<file path="config.mk">
export PLATFORM = sky130hd
export DESIGN_NAME = assist_pwm_controller
export DESIGN_NICKNAME = d
export VERILOG_FILES = /design/src/rtl/assist_pwm_controller.sv
export SDC_FILE = /design/constraint.sdc
export NUM_CORES = 1
export LEC_CHECK = 0
export CORE_MARGIN = 1
export CORE_UTILIZATION = 60
export DETAILED_ROUTE_END_ITERATION = 12
export GPL_TIMING_DRIVEN = 0
export PLACE_DENSITY = 0.85
export SYNTH_ARGS = -nofsm -noshare
export SYNTH_HDL_FRONTEND = slang
export SYNTH_SLANG_ARGS = --single-unit
</file>
<file path="constraint.sdc">
create_clock -name clk -period 10.8 [get_ports clk]
set_clock_uncertainty 0.15 [all_clocks]
set_input_delay 2.7 -clock clk [delete_from_list [all_inputs] [get_ports clk]]
set_output_delay 2.7 -clock clk [all_outputs]
set_load 0.01 [all_outputs]
</file>
<file path="src/rtl/assist_pwm_controller.sv">
// assist_pwm_controller: heart-rate/incline assisted motor duty computation with ramp-limited glitch-free PWM and HR watchdog
module assist_pwm_controller #(
  parameter int DATA_W          = 18,
  parameter int HR_W            = 8,
  parameter int PWM_W           = 10,
  parameter int HR_SHIFT        = 4,
  parameter int TILT_SHIFT      = 4,
  parameter int INCLINE_AXIS    = 0,
  parameter int RAMP_UP         = 8,
  parameter int RAMP_DOWN       = 32,
  parameter int TIMEOUT_PERIODS = 8
) (
  input  logic                     clk,
  input  logic                     rst_n,
  input  logic [1:0]               Mode,
  input  logic [PWM_W-1:0]         FixedDuty,
  input  logic signed [DATA_W-1:0] AccelX,
  input  logic signed [DATA_W-1:0] AccelY,
  input  logic signed [DATA_W-1:0] AccelZ,
  input  logic [HR_W-1:0]          HeartRate,
  input  logic                     HeartRateValid,
  input  logic [HR_W-1:0]          HeartRateSetting,
  input  logic                     SampleValid,
  output logic                     SampleReady,
  output logic [PWM_W-1:0]         Duty,
  output logic                     Fault,
  output logic                     PWMOut
);
  localparam int WW  = HR_W + HR_SHIFT + DATA_W + PWM_W + 1;
  localparam int WDW = $clog2(TIMEOUT_PERIODS + 1);
  localparam logic [PWM_W-1:0] DMAX   = '1;
  localparam logic [WW-1:0]    DMAX_W = WW'(DMAX);
  localparam logic [PWM_W-1:0] RU     = PWM_W'(RAMP_UP);
  localparam logic [PWM_W-1:0] RD     = PWM_W'(RAMP_DOWN);
  localparam logic [WDW-1:0]   WD_MAX = WDW'(TIMEOUT_PERIODS);
  typedef enum logic [2:0] {IDLE, CAPTURE, HR_TERM, TILT_TERM, CLAMP} state_t;
  state_t state, state_nx;
  logic [1:0] mode_q;
  logic [PWM_W-1:0] fixed_q, hr_term, tilt, target, cnt, up, dn;
  logic signed [DATA_W-1:0] accel_q, accel_sel;
  logic [HR_W-1:0] hr_q, set_q;
  logic signed [HR_W:0] err;
  logic [WW-1:0] hr_w, tilt_w;
  logic [PWM_W:0] sum;
  logic [WDW-1:0] wd;
  logic wrap, kill;
  always_comb begin
    accel_sel = INCLINE_AXIS == 1 ? AccelY : INCLINE_AXIS == 2 ? AccelZ : AccelX;
    err       = $signed({1'b0, hr_q}) - $signed({1'b0, set_q});
    hr_w      = err > 0 ? (WW'(err[HR_W-1:0]) << HR_SHIFT) : '0;
    tilt_w    = accel_q > 0 ? (WW'(accel_q[DATA_W-1:0]) >> TILT_SHIFT) : '0;
    sum       = {1'b0, hr_term} + {1'b0, tilt};
    wrap      = cnt == DMAX;
    kill      = Mode == 2'd0 || (Fault && Mode[1]);
    up        = target - Duty;
    dn        = Duty - target;
  end
  always_ff @(posedge clk or negedge rst_n)
    if (!rst_n) state <= IDLE;
    else state <= state_nx;
  always_comb
    state_nx = state == IDLE  ? (SampleValid ? CAPTURE : IDLE) :
               state == CLAMP ? IDLE : state_t'(state + 3'd1);
  always_comb SampleReady = state == IDLE;
  always_ff @(posedge clk or negedge rst_n)
    if (!rst_n) begin
      mode_q  <= '0;
      fixed_q <= '0;
      accel_q <= '0;
      set_q   <= '0;
      hr_term <= '0;
      tilt    <= '0;
      target  <= '0;
    end else begin
      if (state == CAPTURE) begin
        mode_q  <= Mode;
        fixed_q <= FixedDuty;
        accel_q <= accel_sel;
        set_q   <= HeartRateSetting;
      end
      if (state == HR_TERM) hr_term <= hr_w > DMAX_W ? DMAX : hr_w[PWM_W-1:0];
      if (state == TILT_TERM)
        tilt <= mode_q != 2'd3 ? '0 : tilt_w > DMAX_W ? DMAX : tilt_w[PWM_W-1:0];
      // A faulted heart-rate channel must never produce a heart-driven target
      if (state == CLAMP)
        target <= (Fault && mode_q[1]) ? '0 :
                  mode_q == 2'd1 ? fixed_q :
                  mode_q == 2'd2 ? hr_term :
                  mode_q == 2'd3 ? (sum[PWM_W] ? DMAX : sum[PWM_W-1:0]) : '0;
    end
  always_ff @(posedge clk or negedge rst_n)
    if (!rst_n) begin
      hr_q  <= '0;
      wd    <= '0;
      Fault <= 1'b0;
    end else if (HeartRateValid) begin
      hr_q  <= HeartRate;
      wd    <= '0;
      Fault <= 1'b0;
    end else if (wrap && wd != WD_MAX) begin
      wd    <= wd + 1'b1;
      Fault <= wd == WD_MAX - 1'b1;
    end
  // Duty only changes on the wrap so each period is generated from a single value
  always_ff @(posedge clk or negedge rst_n)
    if (!rst_n) begin
      cnt    <= '0;
      Duty   <= '0;
      PWMOut <= 1'b0;
    end else begin
      cnt    <= cnt + 1'b1;
      PWMOut <= cnt < Duty;
      if (wrap)
        Duty <= kill ? '0 :
                target > Duty ? Duty + (up > RU ? RU : up) :
                target < Duty ? Duty - (dn > RD ? RD : dn) : Duty;
    end
endmodule

</file>
# Yosys cells after proc, flatten, opt, wreduce, memory -nomap -nowiden
# Index checks and enable logic that the tools add are counted.
[totals]
register_bits = 105
input_bits = 86
[classes]
order_cmp = 9
add_sub_neg = 9
eq_ne = 11
reduce_logical = 9
mux = 22
[op_table]
columns = ["cell", "count"]
rows = [
  ["2-to-1 mux 10 bit", 13],
  ["subtractor 10 bit", 3],
  ["< comparator 10 bit", 2],
  ["> comparator 18 x 1 -> 1 bit (second input constant)", 1],
  ["> comparator 14 x 10 -> 1 bit (second input constant)", 1],
  ["2-to-1 mux 14 bit", 1],
  ["> comparator 12 x 10 -> 1 bit (second input constant)", 1],
  ["2-to-1 mux 12 bit", 1],
  ["adder 10 x 10 -> 11 bit", 1],
  ["adder 10 x 1 -> 10 bit (second input constant)", 1],
  ["adder 10 bit", 1],
  ["equality test 10 bit (second input constant)", 1],
  ["> comparator 10 bit", 1],
  ["> comparator 10 x 4 -> 1 bit (second input constant)", 1],
  ["> comparator 10 x 6 -> 1 bit (second input constant)", 1],
  ["> comparator 9 x 1 -> 1 bit (second input constant)", 1],
  ["subtractor 8 x 8 -> 9 bit", 1],
  ["2-to-1 mux 4 bit", 2],
  ["equality test 3 x 2 -> 1 bit (second input constant)", 2],
  ["2-to-1 mux 3 bit", 2],
  ["adder 4 x 1 -> 4 bit (second input constant)", 1],
  ["equality test 2 bit (second input constant)", 2],
  ["equality test 4 x 3 -> 1 bit (second input constant)", 1],
  ["inequality test 4 bit (second input constant)", 1],
  ["13 further kinds", 17],
]

# Depth between registers and ports, before layout
[logic_depth]
depth_word = 7
mapped_depth = 22
mapped_depth_nobuf = 22

# Worst setup path before layout
# No wires, ideal clock.
[synth_timing]
path_type = "register to register"
startpoint = "register Duty[0]"
endpoint = "register Duty[8]"
t_required_ns = 10.515
t_arrival_ns = 4.249
stages_incl_launch_ff = 22
setup_time_ns = 0.135
setup_slack_ns = 6.267
path_cell_list = "dfrtp_1 ha_1 fa_1 nand2b_2 a211oi_1 a21bo_2 a31oi_2 nand3_2 nor3_1 nand2b_1 ha_1 xnor2_1 a2bb2oi_2 ha_1 nor2b_1 o21ai_0 nand2b_1 a21o_1 a21o_1 a31oi_1 xor2_1 o31ai_1"
[synth_between]
elab_chain_len = 7
[synth_rtl]
columns = ["element", "line_no", "text"]
rows = [
  ["from (decl)", "25", "output logic [PWM_W-1:0] Duty,"],
  ["from (signal assigned)", "114", "Duty <= kill ? '0 :"],
  ["subtractor 10 bit", "56", "dn = Duty - target;"],
  ["> comparator 10 x 6 -> 1 bit", "116", "target < Duty ? Duty - (dn > RD ? RD : dn) : Duty;"],
  ["2-to-1 mux 10 bit", "116", ""],
  ["subtractor 10 bit", "116", ""],
  ["2-to-1 mux 10 bit", "116", ""],
  ["2-to-1 mux 10 bit", "115", "target > Duty ? Duty + (up > RU ? RU : up) :"],
  ["2-to-1 mux 10 bit", "114", ""],
]
# Several ways; a longest one is shown, not always the timed one. The select of a mux whose other input is x is not followed.
# A chain may end at the register's enable or synchronous reset.

# Worst setup path in the final report
[layout_timing]
startpoint = "register Duty[0]"
endpoint = "register Duty[9]"
# Same word-level chain as after synthesis.

==> implementation parameters <==
Parameter                              Value

Outcome
  Status    finished, final reports clean

Worst hold path
  Worst hold path cell count    1
  HP Start    cnt[0]$_DFF_PN0_
  Hold Crit Endpoint    cnt[0]$_DFF_PN0_
  Class of the most critical hold timing path    reg2reg

STA
  Setup repair after global routing missed its margin    false
  Maximum operating frequency    193 MHz
  Headroom to the max-slew limit    50.1%
  Number of max-slew violations in the final report    0
  Hold Vio Cnt, Final    0
  Minimum clock period    5.19 ns
  Slew at the pin closest to its max-slew limit    0.745 ns
  Sum of negative setup slack    0 ns
  Share of the clock period used by the worst path after layout    48.1%
  Final count of negative-setup-slack endpoints    0

Detailed routing
  Ratio of routed vias to standard cells    5.96
  Routed via count    5392
  Average routed wire per standard cell    16.7 um
  Routed Antenna Nets    0
  Met3 wire length    536 um
  Final routed DRC violation total    0
  Highest signal layer in the routed design    met4
  Count of TritonRoute iterations in the first routing pass    5
  Count of routing violations after the opening detailed-route iteration    303
  Routed WL    15200 um
  Length of routed wiring on met1    6250 um
  Sum of met2 wire segment lengths after detailed routing    7890 um

Synthesis
  Adder-cell share of the synthesized area    13.2%
  Leading cell types by total area after synthesis    sky130_fd_sc_hd__dfrtp_1 (37%), sky130_fd_sc_hd__ha_1 (12%), sky130_fd_sc_hd__mux2_2 (6.1%)
  Part of the Yosys area used for sequential elements    37.4%
  Synth cell count leaders    sky130_fd_sc_hd__dfrtp_1 (102), sky130_fd_sc_hd__ha_1 (64), sky130_fd_sc_hd__inv_1 (56)
  Count leader, synth    sky130_fd_sc_hd__dfrtp_1
  Synth Register Bits    102
  Leading register cell type out of synthesis    sky130_fd_sc_hd__dfrtp_1
  Dominant combinational cell family by area after synthesis    compound AO/OA/AOI/OAI gates
  Post-Syn Area    6820 um^2
  Post-synthesis compound-gate area fraction    18.6%
  Xor/xnor cell area share of the yosys netlist    5.03%
  Post-Synthesis Cells    687
  Fraction of synthesized cell area taken by the top area cell type    37.4%
  Post-synth EDFFs    0
  Yosys synthesis warning count    0
  Mean instance size in the synthesized netlist    9.93 um^2
  Number of distinct standard cells referenced by the synthesized netlist    81
  Simple-gate portion of the synthesized area    14.3%
  FFs w/ async S/R, synth    100%
  Post-synth top area cell    sky130_fd_sc_hd__dfrtp_1
  Net count after synthesis    842
  Multiplexer fraction of the synthesized cell area    6.40%

Clocking
  H-tree lvl count    3
  Postcts setup bufs    0
  CTS max path bufs    2
  Register clock-pin slew on the reported worst setup and hold paths    0.07 ns
  Cts hold-fix bufs    0
  Sinks on Clock Net    102
  Number of buffers added by the clock tree synthesis step    9
  Buffer cell driving the clock tree root    sky130_fd_sc_hd__clkbuf_16
  CTS tree    built
  Total of cells resized after clock tree synthesis    0
  Clock latency on the worst-skew pair    0.36 ns

Pwr
  Power per cell area    254 nW/um^2
  Overall power consumption    0.00202 W
  Leakage power    3.50 nW
  Maximum vdd ir drop    0.000196 V

Die
  Placeable Area    10900 um^2
  Top-level port count    99
  Initial Utilization    62.4%
  Die outline area    11800 um^2
  Number of placement rows    38
  DIE WIDTH    109 um
  Die Height    109 um

Job
  Max-capacitance violation count    0

Critical path
  Destination of the worst register-to-register timing path    Duty[9]$_DFFE_PN0P_
  Worst Setup SP    Duty[0]$_DFFE_PN0P_
  Launching element type of the critical path    flip-flop
  Reg2Reg Setup Slack    5.61 ns
  Worst-path maximum fanout    5
  Startpoint of the worst register-to-register path    Duty[0]$_DFFE_PN0P_
  Critical Path End Type    flip-flop
  Critical path class    reg2reg
  Cell depth of the worst flop-to-flop path    20
  Required arrival time at the worst endpoint    10.89 ns
  Crit path arrival time    5.28 ns

Cells and area
  Area Overhead vs Synth    16.3%
  Filler cell count    796
  Fraction of final layout cells sized beyond drive strength 1    12.0%
  Antenna diode count    0
  Nets@finish    915

GRT
  Global-route wire length before repair    25500 um
  Overflow left after global routing    0
  Global-route total usage across every layer    28.2%
  Via count of the first global-routing pass    5458
  Antenna violations before repair    0
  Maximum number of pins on one net before global-route repair    77

Place
  Post-detail-place hpwl    11700 um
  Final weighted congestion in routability-driven placement    0.880
  Number of port buffers    61
-- final cells by class --
cell class                 count  area (um^2)  area share (%)
tap                          140          175            2.21
sequential                   102         2550            32.2
buffer                        25          130            1.64
inverter                      56          210            2.65
multi-input combinational    504         3930            49.5
clock buffer                  10          229            2.89
timing repair buffer          62          636            8.02
clock inverter                 6         68.8           0.868
-- cell families after synthesis --
group | after synthesis
muxes | 39
and+or+nand+nor | 175
AOI/OAI and AO/OA | 184
DFF | 102
buffers and inverters | 81
xor gates and xnor gates | 37
adders and majority gates | 69
-- stage by stage --
step           instances  utilization (%)  hold slack (ns)  area [um^2]  setup WS, ns
2_1_floorplan        687                -            0.285         6820          6.27
3_3_place_gp         888             69.6            0.307         7610          3.31
3_5_place_dp         889             69.8            0.333         7630          5.74
4_1_cts              905             72.5            0.341         7930          5.68
5_1_grt              905             72.5            0.371         7930          5.20
6_report             905             72.5            0.337         7930          5.61
-- registers in the layout (all words and copies together) (netlist names) --
register / count
PWMOut: 1
mode_q: 2
Duty: 10
state: 3
hr_term: 7
accel_q: 18
tilt: 10
wd: 4
target: 10
cnt: 10
set_q: 8
hr_q: 8
fixed_q: 10
Fault: 1
-- worst max-delay path: stages, from the launching register on --
cell and delay (ns):
sky130_fd_sc_hd__dfrtp_1 0.45, sky130_fd_sc_hd__ha_1 0.27, sky130_fd_sc_hd__fa_1 0.41, sky130_fd_sc_hd__nand2b_2 0.22, sky130_fd_sc_hd__a211oi_1 0.37, sky130_fd_sc_hd__o31a_1 0.24
sky130_fd_sc_hd__or2_2 0.17, sky130_fd_sc_hd__nand3_2 0.14, sky130_fd_sc_hd__nor3_1 0.32, sky130_fd_sc_hd__nand2b_1 0.11, sky130_fd_sc_hd__ha_1 0.33, sky130_fd_sc_hd__a22oi_1 0.18
sky130_fd_sc_hd__ha_1 0.25, sky130_fd_sc_hd__nor2b_1 0.13, sky130_fd_sc_hd__o21ai_0 0.22, sky130_fd_sc_hd__a21o_1 0.18, sky130_fd_sc_hd__a21oi_1 0.10, sky130_fd_sc_hd__a31oi_1 0.40
sky130_fd_sc_hd__nor4b_1 0.11, sky130_fd_sc_hd__nor3_1 0.23, sky130_fd_sc_hd__o21ai_1 0.10
-- cell usage in the layout, fill, tap and decap left out, types with 23 or more instances in the layout --
| cell type | count |
|---|---|
| sky130_fd_sc_hd__clkdlybuf4s50_1 | 60 |
| sky130_fd_sc_hd__xnor2_1 | 23 |
| sky130_fd_sc_hd__nand2_1 | 39 |
| sky130_fd_sc_hd__mux2_2 | 37 |
| sky130_fd_sc_hd__o21ai_0 | 35 |
| sky130_fd_sc_hd__nor2_1 | 30 |
| sky130_fd_sc_hd__ha_1 | 64 |
| sky130_fd_sc_hd__inv_1 | 56 |
| sky130_fd_sc_hd__a21oi_1 | 40 |
| sky130_fd_sc_hd__dfrtp_1 | 102 |
-- routing by layer --
metal	up-vias	global-route usage [%]
li1	2613	-
met3	34	5.50
met1	2620	32.7
met5	-	0
met4	0	11.3
met2	125	51.1
-- where the power goes --
| group | internal (W) | total [W] | switching [W] |
|---|---|---|---|
| clock | 0.000182 | 0.000331 | 0.000148 |
| sequential | 0.000511 | 0.000616 | 0.000104 |
| combinational | 0.000495 | 0.00107 | 0.000576 |
| total | 0.00119 | 0.00202 | 0.000828 |
-- worst max-delay path by stage --
| stage | slack, ns | to | cells after the start |
|---|---|---|---|
| 2_1_floorplan | 6.27 | Duty[8]$_DFFE_PN0P_ | 21 |
| 3_3_place_gp | 3.31 | Duty[0]$_DFFE_PN0P_ | 1 |
| 3_5_place_dp | 5.74 | Duty[9]$_DFFE_PN0P_ | 20 |
| 4_1_cts | 5.68 | Duty[9]$_DFFE_PN0P_ | 20 |
| 5_1_grt | 5.20 | Duty[9]$_DFFE_PN0P_ | 20 |
| 6_report | 5.61 | Duty[9]$_DFFE_PN0P_ | 20 |
Note: power is estimated with default switching activity, not from simulation.
